### config.mk
export PLATFORM = sky130hd
export DESIGN_NAME = fwvexrisc_wb_timer
export DESIGN_NICKNAME = d
export VERILOG_FILES = /design/src/rtl/fwvexrisc_wb_timer.sv
export SDC_FILE = /design/constraint.sdc
export NUM_CORES = 1
export LEC_CHECK = 0
export ABC_AREA = 1
export BUFFER_PORTS_ARGS = -buffer_cell sky130_fd_sc_hd__buf_2
export CORE_MARGIN = 8
export CORE_UTILIZATION = 35
export DETAILED_ROUTE_END_ITERATION = 8
export GPL_TIMING_DRIVEN = 0
export PLACE_DENSITY = 0.51
export SKIP_CTS_REPAIR_TIMING = 1
export SYNTH_ARGS = -nofsm -noshare
export SYNTH_HDL_FRONTEND = slang
export SYNTH_SLANG_ARGS = --single-unit
### constraint.sdc
create_clock -name clock -period 9.07 [get_ports clock]
set_clock_uncertainty 0.15 [all_clocks]
set_input_delay 1.814 -clock clock [delete_from_list [all_inputs] [get_ports clock]]
set_output_delay 1.814 -clock clock [all_outputs]
set_load 0.01 [all_outputs]
### src/rtl/fwvexrisc_wb_timer.sv
// Wishbone B4 classic machine timer: 64-bit mtime/mtimecmp, prescaler, level irq; one wait state per access.
// Define FWVEXRISC_WB_TIMER_SNAPSHOT_EN to latch mtime[63:32] on MTIME_LO reads for coherent LO-then-HI reads.
module fwvexrisc_wb_timer #(
    parameter int unsigned ADR_WIDTH = 32,
    parameter int unsigned PRESCALE_W = 16,
    parameter logic [PRESCALE_W-1:0] PRESCALE_RST = '0
) (
    input  logic                 clock,
    input  logic                 reset,
    input  logic [ADR_WIDTH-1:0] t_adr,
    input  logic [31:0]          t_dat_w,
    output logic [31:0]          t_dat_r,
    input  logic                 t_cyc,
    input  logic                 t_stb,
    input  logic [3:0]           t_sel,
    input  logic                 t_we,
    output logic                 t_ack,
    output logic                 irq
);

    typedef enum logic {IDLE, ACK} state_t;

    state_t                state, state_nxt;
    logic [63:0]           mtime;
    logic [63:0]           mtimecmp;
    logic [1:0]            ctrl;
    logic [PRESCALE_W-1:0] prescale;
    logic [PRESCALE_W-1:0] pcnt;
    logic [2:0]            idx;
    logic                  access;
    logic                  wr;
    logic                  rd;
    logic                  tick;
    logic                  mtime_wr;
    logic [31:0]           rdata;
    logic [31:0]           prescale_ext;
    logic [31:0]           prescale_new;
    logic                  unused_adr;

`ifdef FWVEXRISC_WB_TIMER_SNAPSHOT_EN
    logic [31:0]           shadow;
`endif

    function automatic logic [31:0] merge(input logic [31:0] old_val,
                                          input logic [31:0] new_val,
                                          input logic [3:0]  sel);
        logic [31:0] res;
        for (int i = 0; i < 4; i++) begin
            res[8*i +: 8] = sel[i] ? new_val[8*i +: 8] : old_val[8*i +: 8];
        end
        return res;
    endfunction

    assign idx        = t_adr[4:2];
    assign unused_adr = ^{t_adr[ADR_WIDTH-1:5], t_adr[1:0]};

    assign access   = (state == IDLE) && t_cyc && t_stb;
    assign wr       = access && t_we;
    assign rd       = access && !t_we;
    assign tick     = ctrl[0] && (pcnt == prescale);
    // A bus write to either mtime half suppresses the tick for the whole counter.
    assign mtime_wr = wr && (idx == 3'd0 || idx == 3'd1);

    assign prescale_ext = 32'(prescale);
    assign prescale_new = merge(prescale_ext, t_dat_w, t_sel);

    always_comb begin
        state_nxt = state;
        t_ack     = 1'b0;
        case (state)
            IDLE: if (t_cyc && t_stb) state_nxt = ACK;
            ACK: begin
                t_ack     = t_cyc && t_stb;
                state_nxt = IDLE;
            end
            default: state_nxt = IDLE;
        endcase
    end

    always_comb begin
        rdata = '0;
        case (idx)
            3'd0: rdata = mtime[31:0];
`ifdef FWVEXRISC_WB_TIMER_SNAPSHOT_EN
            3'd1: rdata = shadow;
`else
            3'd1: rdata = mtime[63:32];
`endif
            3'd2: rdata = mtimecmp[31:0];
            3'd3: rdata = mtimecmp[63:32];
            3'd4: rdata = {30'd0, ctrl};
            3'd5: rdata = prescale_ext;
            default: rdata = '0;
        endcase
    end

    always_ff @(posedge clock or posedge reset) begin
        if (reset) begin
            state <= IDLE;
        end else begin
            state <= state_nxt;
        end
    end

    always_ff @(posedge clock or posedge reset) begin
        if (reset) begin
            mtime <= '0;
        end else if (mtime_wr) begin
            if (idx == 3'd0) mtime[31:0]  <= merge(mtime[31:0], t_dat_w, t_sel);
            else             mtime[63:32] <= merge(mtime[63:32], t_dat_w, t_sel);
        end else if (tick) begin
            mtime <= mtime + 64'd1;
        end
    end

    always_ff @(posedge clock or posedge reset) begin
        if (reset) begin
            pcnt <= '0;
        end else if (wr && idx == 3'd5) begin
            pcnt <= '0;
        end else if (ctrl[0]) begin
            pcnt <= tick ? '0 : pcnt + PRESCALE_W'(1);
        end
    end

    always_ff @(posedge clock or posedge reset) begin
        if (reset) begin
            mtimecmp <= '1;
            ctrl     <= '0;
            prescale <= PRESCALE_RST;
        end else if (wr) begin
            case (idx)
                3'd2: mtimecmp[31:0]  <= merge(mtimecmp[31:0], t_dat_w, t_sel);
                3'd3: mtimecmp[63:32] <= merge(mtimecmp[63:32], t_dat_w, t_sel);
                3'd4: if (t_sel[0]) ctrl <= t_dat_w[1:0];
                3'd5: prescale <= prescale_new[PRESCALE_W-1:0];
                default: ;
            endcase
        end
    end

    always_ff @(posedge clock or posedge reset) begin
        if (reset) begin
            t_dat_r <= '0;
        end else if (rd) begin
            t_dat_r <= rdata;
        end
    end

`ifdef FWVEXRISC_WB_TIMER_SNAPSHOT_EN
    always_ff @(posedge clock or posedge reset) begin
        if (reset) begin
            shadow <= '0;
        end else if (rd && idx == 3'd0) begin
            shadow <= mtime[63:32];
        end
    end
`endif

    always_ff @(posedge clock or posedge reset) begin
        if (reset) begin
            irq <= 1'b0;
        end else begin
            irq <= ctrl[1] && (mtime >= mtimecmp);
        end
    end

endmodule

==> out/results.ini, run 1 <==
[run_status]
status=finished clean

[grt]
grt_pass1_vias=13100
track_usage_pct=24.0
antenna_found_initial=1
grt-ovfl-total=0
grt_pass1_wl_um=79800
grt_start_max_net_pins=111

[floorplanning]
io_pins=107
initial_core_util_pct=35.5
die_x_um=211
die_y_um=211
rows=71
die_area_um2=44700
core-area_um2=37700

[clock_network]
tritoncts=yes
clkLatencyLatePin_ns=0.48
cts_root_buf=clkbuf_16
clockBufferDepth=2
htreeDepth=4
cts_sinks=196
cts_buffers=17
path_clk_slew_ns=0.08

[cells_and_area]
final_nets=2238
layout_commonest_cell=nand2_1
fill_cells=4113
syn_to_final_growth_pct=12.2
n_antenna_cell=0
final_area_um2=15000
final_cells=2623
layout-drive-gt1-share_pct=10.7
layout_common_cells=nand2_1, inv_1, nor2_1, o21ai_0, dfrtp_1

[detailed_routing]
drc_errors=0
drt_wl_total_um=53400
drt_first_pass_iters=6
detail-route-antenna-nets=0
via_count=13500
via_per_inst=5.14
drt-initial-drc-count=1055
wl_per_cell_um=20.3

[timing]
rsz0062_at_grt=no
slew_violations=0
fin_hold_ws_ns=0.325
final.setup.worst_slack_ns=4.96
worstMarginPinSlew_ns=1.20
fmax_mhz=243
relSlewSlack_pct=19.9
finalCritPeriodShare_pct=45.3
setup-violations-final=0
min_period_ns=4.11
hold_violations=0

[place]
pre_cts_slack_ns=4.70
placed_cell_area_um2=14400
dp_hpwl_um=41800
port_buffers=77
dp.cells=2591
gp_congestion=0.961

[yosys]
syn_area_per_cell_um2=6.68
synth_xor_area_share_pct=1.84
synth_mux_area_share_pct=0
synthAdderAreaFrac_pct=6.18
yosys.area_share.simple_pct=33.7
synth_seq_cells=196
synth_area_um2=13400
synth_nets=2141
syn_inst=2002
ys_types=42
ys_seq_area_share_pct=37.3
synth_top_family_by_area=simple AND/OR/NAND/NOR gates
synth-compound-area-share_pct=12.2
yosysWarnings=0

[critical_path]
cp_slowest_cell=buf_2
r2r-start=mtime[2]$_DFFE_PP0P_
crit_arrival_ns=2.15
cp_common_cell=buf_2
max_stage_delay_ns=0.13
crit_chain=buf_2 -> nand2_1 -> nor2_1 -> buf_2
critPathMaxFanout=2
critical_path.endpoint_type=output port
start_kind=primary input
path_class=in -> out
crit_start=t_stb
cp.required_ns=7.11

[pwr]
cellPowerDensity_nw_per_um2=172
p_total_mw=2.58
p_leak_nw=7.01
pwr-share-seq_pct=44.6
combinationalPowerShare_pct=25.6
power_frac_clock_pct=29.8
internal_power_mw=1.61
net-switching-power_uw=965
p_sw_share_pct=37.4
ir_worst_vdd_uv=182

[run]
max_cap_viol_count=0

[hold_path]
hp-start=t_dat_r[27]$_DFFE_PP0P_
hold_class=reg -> reg

==> power groups by stage <==
stage	sequential (mW)	combinational, mW	clock (mW)
final	1.15	0.660	0.769
after global routing	1.16	0.756	0.821
after CTS	1.15	0.662	0.791
after detailed placement	1.16	0.659	0
after global placement	1.16	0.646	0
after floorplan	1.11	0.450	0
==> per-stage QoR <==
step           utilization [%]  TNS [ns]
4_1_cts                   39.8         0
3_3_place_gp              38.2   -130.63
5_1_grt                   39.8         0
2_1_floorplan                -         0
6_report                  39.8         0
3_5_place_dp              38.3         0
==> layer usage <==
| layer | GRT usage, % | routed length (um) | up-vias |
|---|---|---|---|
| met2 | 39.5 | 24600 | 432 |
| li1 | - | - | 6587 |
| met4 | 11.0 | 2310 | 0 |
| met1 | 29.8 | 22900 | 6360 |
| met5 | 0 | 0 | - |
| met3 | 5.18 | 3480 | 98 |
==> synth_stat cells <==
cell	count	area, um^2
clkinv_1	1	3.75
or2_2	2	12.5
nand3_4	1	17.5
o221ai_1	5	43.8
nand2_4	2	22.5
nand3b_1	4	30.0
a21oi_1	40	200
o21ai_1	26	130
nand4_1	25	156
inv_1	239	897
a21o_1	2	15.0
ha_1	66	826
nor3_2	1	10.0
xor2_1	22	193
nor4_1	1	6.26
o2111ai_1	8	70.1
o21ai_0	154	771
o21ai_4	1	16.3
nor2_4	1	11.3
o21bai_1	1	7.51
dfstp_2	64	1680
nor3_1	18	90.1
nand2_2	7	43.8
nor3b_1	5	37.5
buf_6	3	33.8
buf_4	6	45.0
nor2_1	210	788
nand3_2	2	20.0
o21a_1	2	15.0
dfrtp_1	132	3300
o22ai_1	40	250
buf_2	11	55.1
buf_1	1	3.75
nand3_1	74	370
xnor2_1	6	52.6
a31oi_1	3	18.8
a211oi_1	11	82.6
nor2_2	3	18.8
clkbuf_1	25	93.8
nand2_1	764	2870
inv_2	12	45.0
a21boi_0	1	7.51
==> registers in the layout, summed over array words and instances (netlist names) <==
| signal | flops |
|---|---|
| mtimecmp | 64 |
| mtime | 64 |
| prescale | 16 |
| state | 1 |
| irq | 1 |
| pcnt | 16 |
| ctrl | 2 |
| t_dat_r | 32 |
==> cell families (layout without fill, tap and decap cells) <==
group	after synthesis	count (layout)
buffers and inverters	298	408
xor gates and xnor gates	28	28
adders and majority gates	66	66
AOI/OAI and AO/OA	294	294
DFF	196	196
and+or+nand+nor	1120	1120
==> area by class of cell <==
type,instances,area [um^2],area share [%]
multi-input combinational,1508,7200,48.0
inverter,252,953,6.36
clock buffer,19,454,3.03
tap,511,639,4.27
buffer,46,231,1.54
clock inverter,13,113,0.751
sequential,196,4980,33.3
timing repair buffer,78,413,2.75
==> critical path: cells and delay by family <==
family | cells | cell delay [ns]
buf+inv | 2 | 0.22
simple gates | 2 | 0.12
==> final timing paths <==
check / to / slack, ns / cells after the start
max in group asynchronous: mtime[10]$_DFFE_PP0P_ / 6.47 / 3
min: t_dat_r[27]$_DFFE_PP0P_ / 0.33 / 2
min in group asynchronous: t_dat_r[19]$_DFFE_PP0P_ / 1.25 / 2
max: t_ack / 4.96 / 4
max reg2reg: mtime[61]$_DFFE_PP0P_ / 6.46 / 11
min reg2reg: t_dat_r[27]$_DFFE_PP0P_ / 0.33 / 2
Power figures use the tool's default switching activity.
==> run 2: changes to the inputs <==
--- a/config.mk
+++ b/config.mk
@@ -11,7 +11,7 @@
 export CORE_UTILIZATION = 35
 export DETAILED_ROUTE_END_ITERATION = 8
 export GPL_TIMING_DRIVEN = 0
-export PLACE_DENSITY = 0.51
+export PLACE_DENSITY = 0.53
 export SKIP_CTS_REPAIR_TIMING = 1
 export SYNTH_ARGS = -nofsm -noshare
 export SYNTH_HDL_FRONTEND = slang
==> constraint.sdc (replaced) <==
create_clock -name clock -period 3.4 [get_ports clock]
set_clock_uncertainty 0.15 [all_clocks]
set_input_delay 0.68 -clock clock [delete_from_list [all_inputs] [get_ports clock]]
set_output_delay 0.68 -clock clock [all_outputs]
set_load 0.01 [all_outputs]
==> run 2 against run 1 <==
Net effect: register-to-register slack got worse by 5.6 ns; first-iteration DRC count increased by 15%; final cell count increased by 0.15%; die area did not move; critical path depth is 4 higher; count of clock-buffer cells in the layout rose by 1; sequential cell count unchanged; setup slack worse by 4.2 ns; critical path type is now in -> reg; largest cell class unchanged; largest power group unchanged.
==> out/results.ini, run 2 (synthesized netlist as in run 1, its figures left out) <==
[detailed_routing]
drt_first_pass_iters=6  ; unchanged
via_per_inst=5.16  ; was 5.14
met3_length_um=3040  ; was 3480 um
via_count=13600  ; was 13500
met1_length_um=23100  ; was 22900 um
wl_per_cell_um=19.9  ; was 20.3 um
drt-initial-drc-count=1215  ; was 1055
detail-route-antenna-nets=0  ; unchanged
dr_wl_met2_um=24000  ; was 24600 um
drt_wl_total_um=52300  ; was 53400 um
drc_errors=0  ; unchanged
routed.top_layer=met4  ; unchanged

[cells_and_area]
n_antenna_cell=0  ; unchanged
layout_common_cells=nand2_1, inv_1, nor2_1, o21ai_0, dfrtp_1  ; unchanged
syn_to_final_growth_pct=12.9  ; was 12.2%
reg.largest.list=mtime: 64 flops, mtimecmp: 64 flops, t_dat_r: 32 flops  ; unchanged
final_cells=2627  ; was 2623
final_core_util_pct=40.1  ; was 39.8%
final_nets=2242  ; was 2238
layout-drive-gt1-share_pct=10.9  ; was 10.7%
layout_commonest_cell=nand2_1  ; unchanged

[clock_network]
cts_buffers=17  ; unchanged
cts_sinks=196  ; unchanged
tritoncts=yes  ; unchanged
path_clk_slew_ns=0.09  ; was 0.08 ns
cts_root_buf=clkbuf_16  ; unchanged
clockBufferDepth=2  ; unchanged
clkLatencyLatePin_ns=0.47  ; was 0.48 ns
htreeDepth=4  ; unchanged

[place]
dp_hpwl_um=41600  ; was 41800 um
dp.cells=2595  ; was 2591
gp_congestion=1.00  ; was 0.961
port_buffers=77  ; unchanged

[timing]
rsz0062_at_grt=no  ; unchanged
worstMarginPinSlew_ns=1.12  ; was 1.20 ns
slew_violations=0  ; unchanged
fmax_mhz=373
hold_violations=0  ; unchanged
finalCritPeriodShare_pct=78.8
min_period_ns=2.68
relSlewSlack_pct=25.0  ; was 19.9%
setup-violations-final=0  ; unchanged

[floorplanning]
initial_core_util_pct=35.5  ; unchanged
core-area_um2=37700  ; unchanged
die_y_um=211  ; unchanged
rows=71  ; unchanged
die_area_um2=44700  ; unchanged
io_pins=107  ; unchanged
die_x_um=211  ; unchanged

[grt]
grt_start_max_net_pins=40  ; was 111
grt-ovfl-total=0  ; unchanged
grt_pass1_vias=13300  ; was 13100
grt_pass1_wl_um=79800  ; about the same
antenna_found_initial=0  ; was 1
track_usage_pct=23.7  ; was 24.0%

[critical_path]
critPathMaxFanout=10  ; was 2
rr_endpoint=mtime[62]$_DFFE_PP0P_  ; was mtime[61]$_DFFE_PP0P_
crit_arrival_ns=2.90  ; was 2.15 ns
critical_path.endpoint_type=flop  ; was output port
start_kind=primary input  ; unchanged
cp.required_ns=3.63  ; was 7.11 ns
crit_start=t_adr[4]  ; was t_stb
rrSetupSlack_ns=0.85  ; was 6.46 ns
rr_worst_depth=12  ; was 11
r2r-start=mtime[1]$_DFFE_PP0P_  ; was mtime[2]$_DFFE_PP0P_
path_class=in -> reg  ; was in -> out

[hold_path]
hold_class=in -> async  ; was reg -> reg

[pwr]
cellPowerDensity_nw_per_um2=461  ; was 172 nW/um^2
p_leak_nw=7.05  ; was 7.01 nW
ir_worst_vdd_uv=325  ; was 182 uV

[run_status]
status=finished clean  ; unchanged

[run]
max_cap_viol_count=0  ; unchanged

[run 2: cell count changes in the layout (fill, tap and decap cells not counted), sizes merged]
| cell | previous run | this run |
|---|---|---|
| buf | 99 | 103 |
| clkinv | 5 | 3 |
| clkbuf | 44 | 45 |
| bufinv | 0 | 1 |
[run 2: how the worst max path moves through the flow]
stage	cells after the start	endpoint	slack, ns
finish	8	mtimecmp[60]$_DFFE_PP1P_	0.72
global route	8	mtimecmp[57]$_DFFE_PP1P_	0.58
CTS	8	mtimecmp[60]$_DFFE_PP1P_	0.75
detailed placement	8	mtimecmp[60]$_DFFE_PP1P_	0.29
global placement	2	t_dat_r[24]$_DFFE_PP0P_	-1.42
floorplan	1	ctrl[0]$_DFFE_PP0P_	0.09
[run 2: power by group]
group / internal, mW / switching [mW]
registers: 2.67 / 0.380
clock network: 1.10 / 1.04
logic: 0.637 / 1.13
total: 4.41 / 2.55
[run 2: final cells by class]
type / instances / area [um^2]
fillers: 4118 / 22600
multi-input cells: 1508 / 7200
flip-flops and latches: 196 / 4980
inverters: 252 / 950
well taps: 511 / 639
repair buffers: 82 / 485
clock buffers: 20 / 468
plain buffers: 46 / 231
clock inverters: 12 / 133
[run 2: critical path: stages]
cell	delay, ns
buf_2	0.15
inv_2	0.08
nand3_1	0.24
inv_2	0.21
buf_2	0.44
nand3_1	0.47
clkbuf_1	0.37
o21ai_0	0.24
[run 2: through the flow]
stage | area, um^2 | power [mW] | hold WS [ns] | TNS [ns] | setup WS, ns
global route | 15100 | 7.38 | 0.268 | 0 | 0.581
detailed placement | 14500 | 4.85 | 0.311 | 0 | 0.288
floorplan | 13400 | 4.16 | 0.303 | 0 | 0.0899
global placement | 14400 | 4.79 | 0.309 | -206.75 | -1.42
CTS | 15100 | 7.01 | 0.216 | 0 | 0.754
finish | 15100 | 6.96 | 0.203 | 0 | 0.722
[run 2: per-layer routing]
metal,track usage [%],vias up
met5,0,-
met4,10.2,0
met3,2.97,86
met2,38.9,429
met1,31.0,6462
li1,-,6591
==> run 3: changes to the inputs <==
--- a/config.mk
+++ b/config.mk
@@ -5,13 +5,13 @@
 export SDC_FILE = /design/constraint.sdc
 export NUM_CORES = 1
 export LEC_CHECK = 0
-export ABC_AREA = 1
+export ABC_AREA = 0
 export BUFFER_PORTS_ARGS = -buffer_cell sky130_fd_sc_hd__buf_2
 export CORE_MARGIN = 8
 export CORE_UTILIZATION = 35
 export DETAILED_ROUTE_END_ITERATION = 8
 export GPL_TIMING_DRIVEN = 0
-export PLACE_DENSITY = 0.53
+export PLACE_DENSITY = 0.52
 export SKIP_CTS_REPAIR_TIMING = 1
 export SYNTH_ARGS = -nofsm -noshare
 export SYNTH_HDL_FRONTEND = slang
==> constraint.sdc (replaced) <==
create_clock -name clock -period 2.6 [get_ports clock]
set_clock_uncertainty 0.15 [all_clocks]
set_input_delay 0.52 -clock clock [delete_from_list [all_inputs] [get_ports clock]]
set_output_delay 0.52 -clock clock [all_outputs]
set_load 0.01 [all_outputs]
==> run 3 against run 2 <==
Net effect: the flow now finishes with violations (negative setup slack); count of clock-buffer cells in the layout grew 1; die area shrank 9.2%; area after synthesis shrank 10%; largest power group unchanged.
==> out/results.ini, run 3 <==
[run_status]
violations=negative setup slack
status=complete, but fails checks  ; was finished clean

[place]
port_buffers=72  ; was 77
dp_hpwl_um=31200  ; was 41600 um
gp_congestion=0.859  ; was 1.00
dp.cells=1748  ; was 2595

[detailed_routing]
drt-initial-drc-count=775  ; was 1215
detail-route-antenna-nets=0  ; unchanged
via_per_inst=5.75  ; was 5.16
drc_errors=0  ; unchanged
drt_wl_total_um=41900  ; was 52300 um
wl_per_cell_um=23.1  ; was 19.9 um
via_count=10400  ; was 13600
drt_first_pass_iters=6  ; unchanged

[critical_path]
rr_worst_depth=9  ; was 12
rrSetupSlack_ns=-0.18  ; was 0.85 ns
critPathMaxFanout=3  ; was 10
critical_path.endpoint_type=flop  ; unchanged
path_class=reg -> reg  ; was in -> reg
crit_arrival_ns=2.95  ; was 2.90 ns
cp.required_ns=2.77  ; was 3.63 ns
start_kind=flop  ; was primary input

[grt]
grt_pass1_wl_um=63400  ; was 79800 um
top_usage_layer=met2  ; unchanged
grt-ovfl-total=0  ; unchanged
grt_pass1_vias=10300  ; was 13300
use_met1_pct=27.0  ; was 31.0%
track_usage_pct=20.3  ; was 23.7%
grtUsageMet3_pct=3.76  ; was 2.97%
antenna_found_initial=1  ; was 0
use_met2_pct=32.5  ; was 38.9%
grt_start_max_net_pins=43  ; was 40

[yosys]
synth-edff-count=0  ; unchanged
synth_area_leaders=dfrtp_1, dfstp_2, mux2_2, ha_1, mux4_2  ; was dfrtp_1, nand2_1, dfstp_2, inv_1, ha_1
syn_inst=1216  ; was 2002
ys_types=79  ; was 42
synth_nets=1355  ; was 2141
yosysMostFrequentCell=dfrtp_1  ; was nand2_1
synth_area_um2=12000  ; was 13400 um^2
synth_flop_cell=dfrtp_1  ; unchanged
yosys-top-cells-count=dfrtp_1, a21oi_1, nor2_1  ; was nand2_1, inv_1, nor2_1
syn_area_per_cell_um2=9.89  ; was 6.68 um^2
synth_top_area_share_pct=27.5  ; was 24.7%
synthArstFlopShare_pct=100  ; unchanged
synth_area_leader_cell=dfrtp_1  ; unchanged
synth_seq_cells=196  ; unchanged
yosysWarnings=0  ; unchanged
ys_seq_area_share_pct=41.4  ; was 37.3%

[pwr]
ir_worst_vdd_uv=482  ; was 325 uV
cellPowerDensity_nw_per_um2=599  ; was 461 nW/um^2
p_leak_nw=5.97  ; was 7.05 nW

[cells_and_area]
final_nets=1487  ; was 2242
layout_commonest_cell=dfrtp_1  ; was nand2_1
regArea_um2=5000  ; was 4980 um^2
final_cells=1816  ; was 2627
reg.largest.list=mtime: 64 flops, mtimecmp: 64 flops, t_dat_r: 32 flops  ; unchanged
n_antenna_cell=0  ; unchanged
layout_common_cells=dfrtp_1, a21oi_1, nor2_1, nand2_1, mux2_2  ; was nand2_1, inv_1, nor2_1, o21ai_0, dfrtp_1
multi_input_area_um2=6850  ; was 7200 um^2
syn_to_final_growth_pct=19.3  ; was 12.9%
fill_cells=3374  ; was 4118
layout-drive-gt1-share_pct=31.7  ; was 10.9%

[floorplanning]
die_area_um2=40600  ; was 44700 um^2
rows=68  ; was 71
core-area_um2=34200  ; was 37700 um^2
initial_core_util_pct=35.2  ; was 35.5%
die_x_um=201  ; was 211 um
io_pins=107  ; unchanged
die_y_um=201  ; was 211 um

[timing]
fmax_mhz=360
hold_violations=0  ; unchanged
min_period_ns=2.78
worstMarginPinSlew_ns=0.867  ; was 1.12 ns
slew_violations=0  ; unchanged
tns_ns=-0.296  ; was 0 ns
setup-violations-final=5  ; was 0
finalCritPeriodShare_pct=107
final.setup.worst_slack_ns=-0.176  ; was 0.722 ns
rsz0062_at_grt=yes  ; was no
relSlewSlack_pct=41.9  ; was 25.0%

[clock_network]
cts_buffers=17  ; unchanged
htreeDepth=4  ; unchanged
clkLatencyLatePin_ns=0.46  ; was 0.47 ns
cts_root_buf=clkbuf_16  ; unchanged
path_clk_slew_ns=0.08  ; was 0.09 ns
clockBufferDepth=2  ; unchanged
tritoncts=yes  ; unchanged
cts_sinks=196  ; unchanged

[hold_path]
whs_path_depth=2
hold_class=in -> reg  ; was in -> async

[run]
max_cap_viol_count=0  ; unchanged

run 3: changes by cell type after synthesis, moves of 23 or more:
cell,previous run,this run
nand2_1,764,88
inv_1,239,70
nor2_1,210,102
o21ai_0,154,53
mux2_2,0,83
a21oi_1,40,113
nand3_1,74,45
mux4_2,0,26
o21ai_1,26,3
o22ai_1,40,17
run 3: routing by layer:
layer  part of all wire, %  up-vias
met4                   3.4        2
met5                 0.031        -
met3                   5.9       75
met1                    44     5223
li1                      -     4789
met2                    46      355
run 3: critical path, stage by stage (launching register included):
cell and delay [ns]:
dfstp_2 0.54, inv_1 0.05, ha_1 0.28, a21o_1 0.19, a21o_1 0.17, a22o_1 0.25, nor4_4 0.42, o31ai_4 0.16
a211oi_2 0.28, o21ai_0 0.15
run 3: final cells by class:
cell class	count	area share, %
multi-input combinational	890	47.7
buffer	57	2.26
clock inverter	11	0.871
tap	455	3.96
clock buffer	21	3.21
sequential	196	34.8
inverter	70	1.86
timing repair buffer	116	5.33
run 3: final timing paths:
kind | startpoint | endpoint
worst max-delay path | mtimecmp[13]$_DFFE_PP1P_ | irq$_DFF_PP0_
worst min-delay path | t_dat_w[20] | mtimecmp[52]$_DFFE_PP1P_
worst max register to register | mtimecmp[13]$_DFFE_PP1P_ | irq$_DFF_PP0_
worst min register to register | t_dat_r[14]$_DFFE_PP0P_ | t_dat_r[14]$_DFFE_PP0P_
max in group asynchronous | reset | mtimecmp[3]$_DFFE_PP1P_
min in group asynchronous | reset | t_dat_r[19]$_DFFE_PP0P_
run 3: power by group:
group          leakage [nW]  internal (mW)  switching, mW  total [mW]
sequential             2.25           3.49          0.373        3.86
combinational          3.44          0.919           1.05        1.97
clock                 0.284           1.48           1.30        2.78
total                  5.97           5.88           2.72        8.61
run 3: stage by stage:
step	setup WS, ns	power (mW)	area, um^2	util [%]	hold slack, ns
final	-0.176	8.61	14400	42.0	0.198
after global routing	-0.235	9.05	14400	42.0	0.205
after CTS	-1.17	8.42	13700	39.9	-0.0610
after detailed placement	-1.28	5.65	13100	38.2	0.325
after global placement	-2.06	5.60	13000	37.9	0.318
after floorplan	-0.550	4.96	12000	-	0.308
run 3: logic make-up after synthesis:
group,after synthesis,synth area share [%]
adders and majority gates,66,6.86
buffers and inverters,130,4.39
AOI/OAI and AO/OA,333,17.8
xor gates and xnor gates,28,2.04
DFF,196,41.4
and+or+nand+nor,349,14.4
muxes,114,13.1
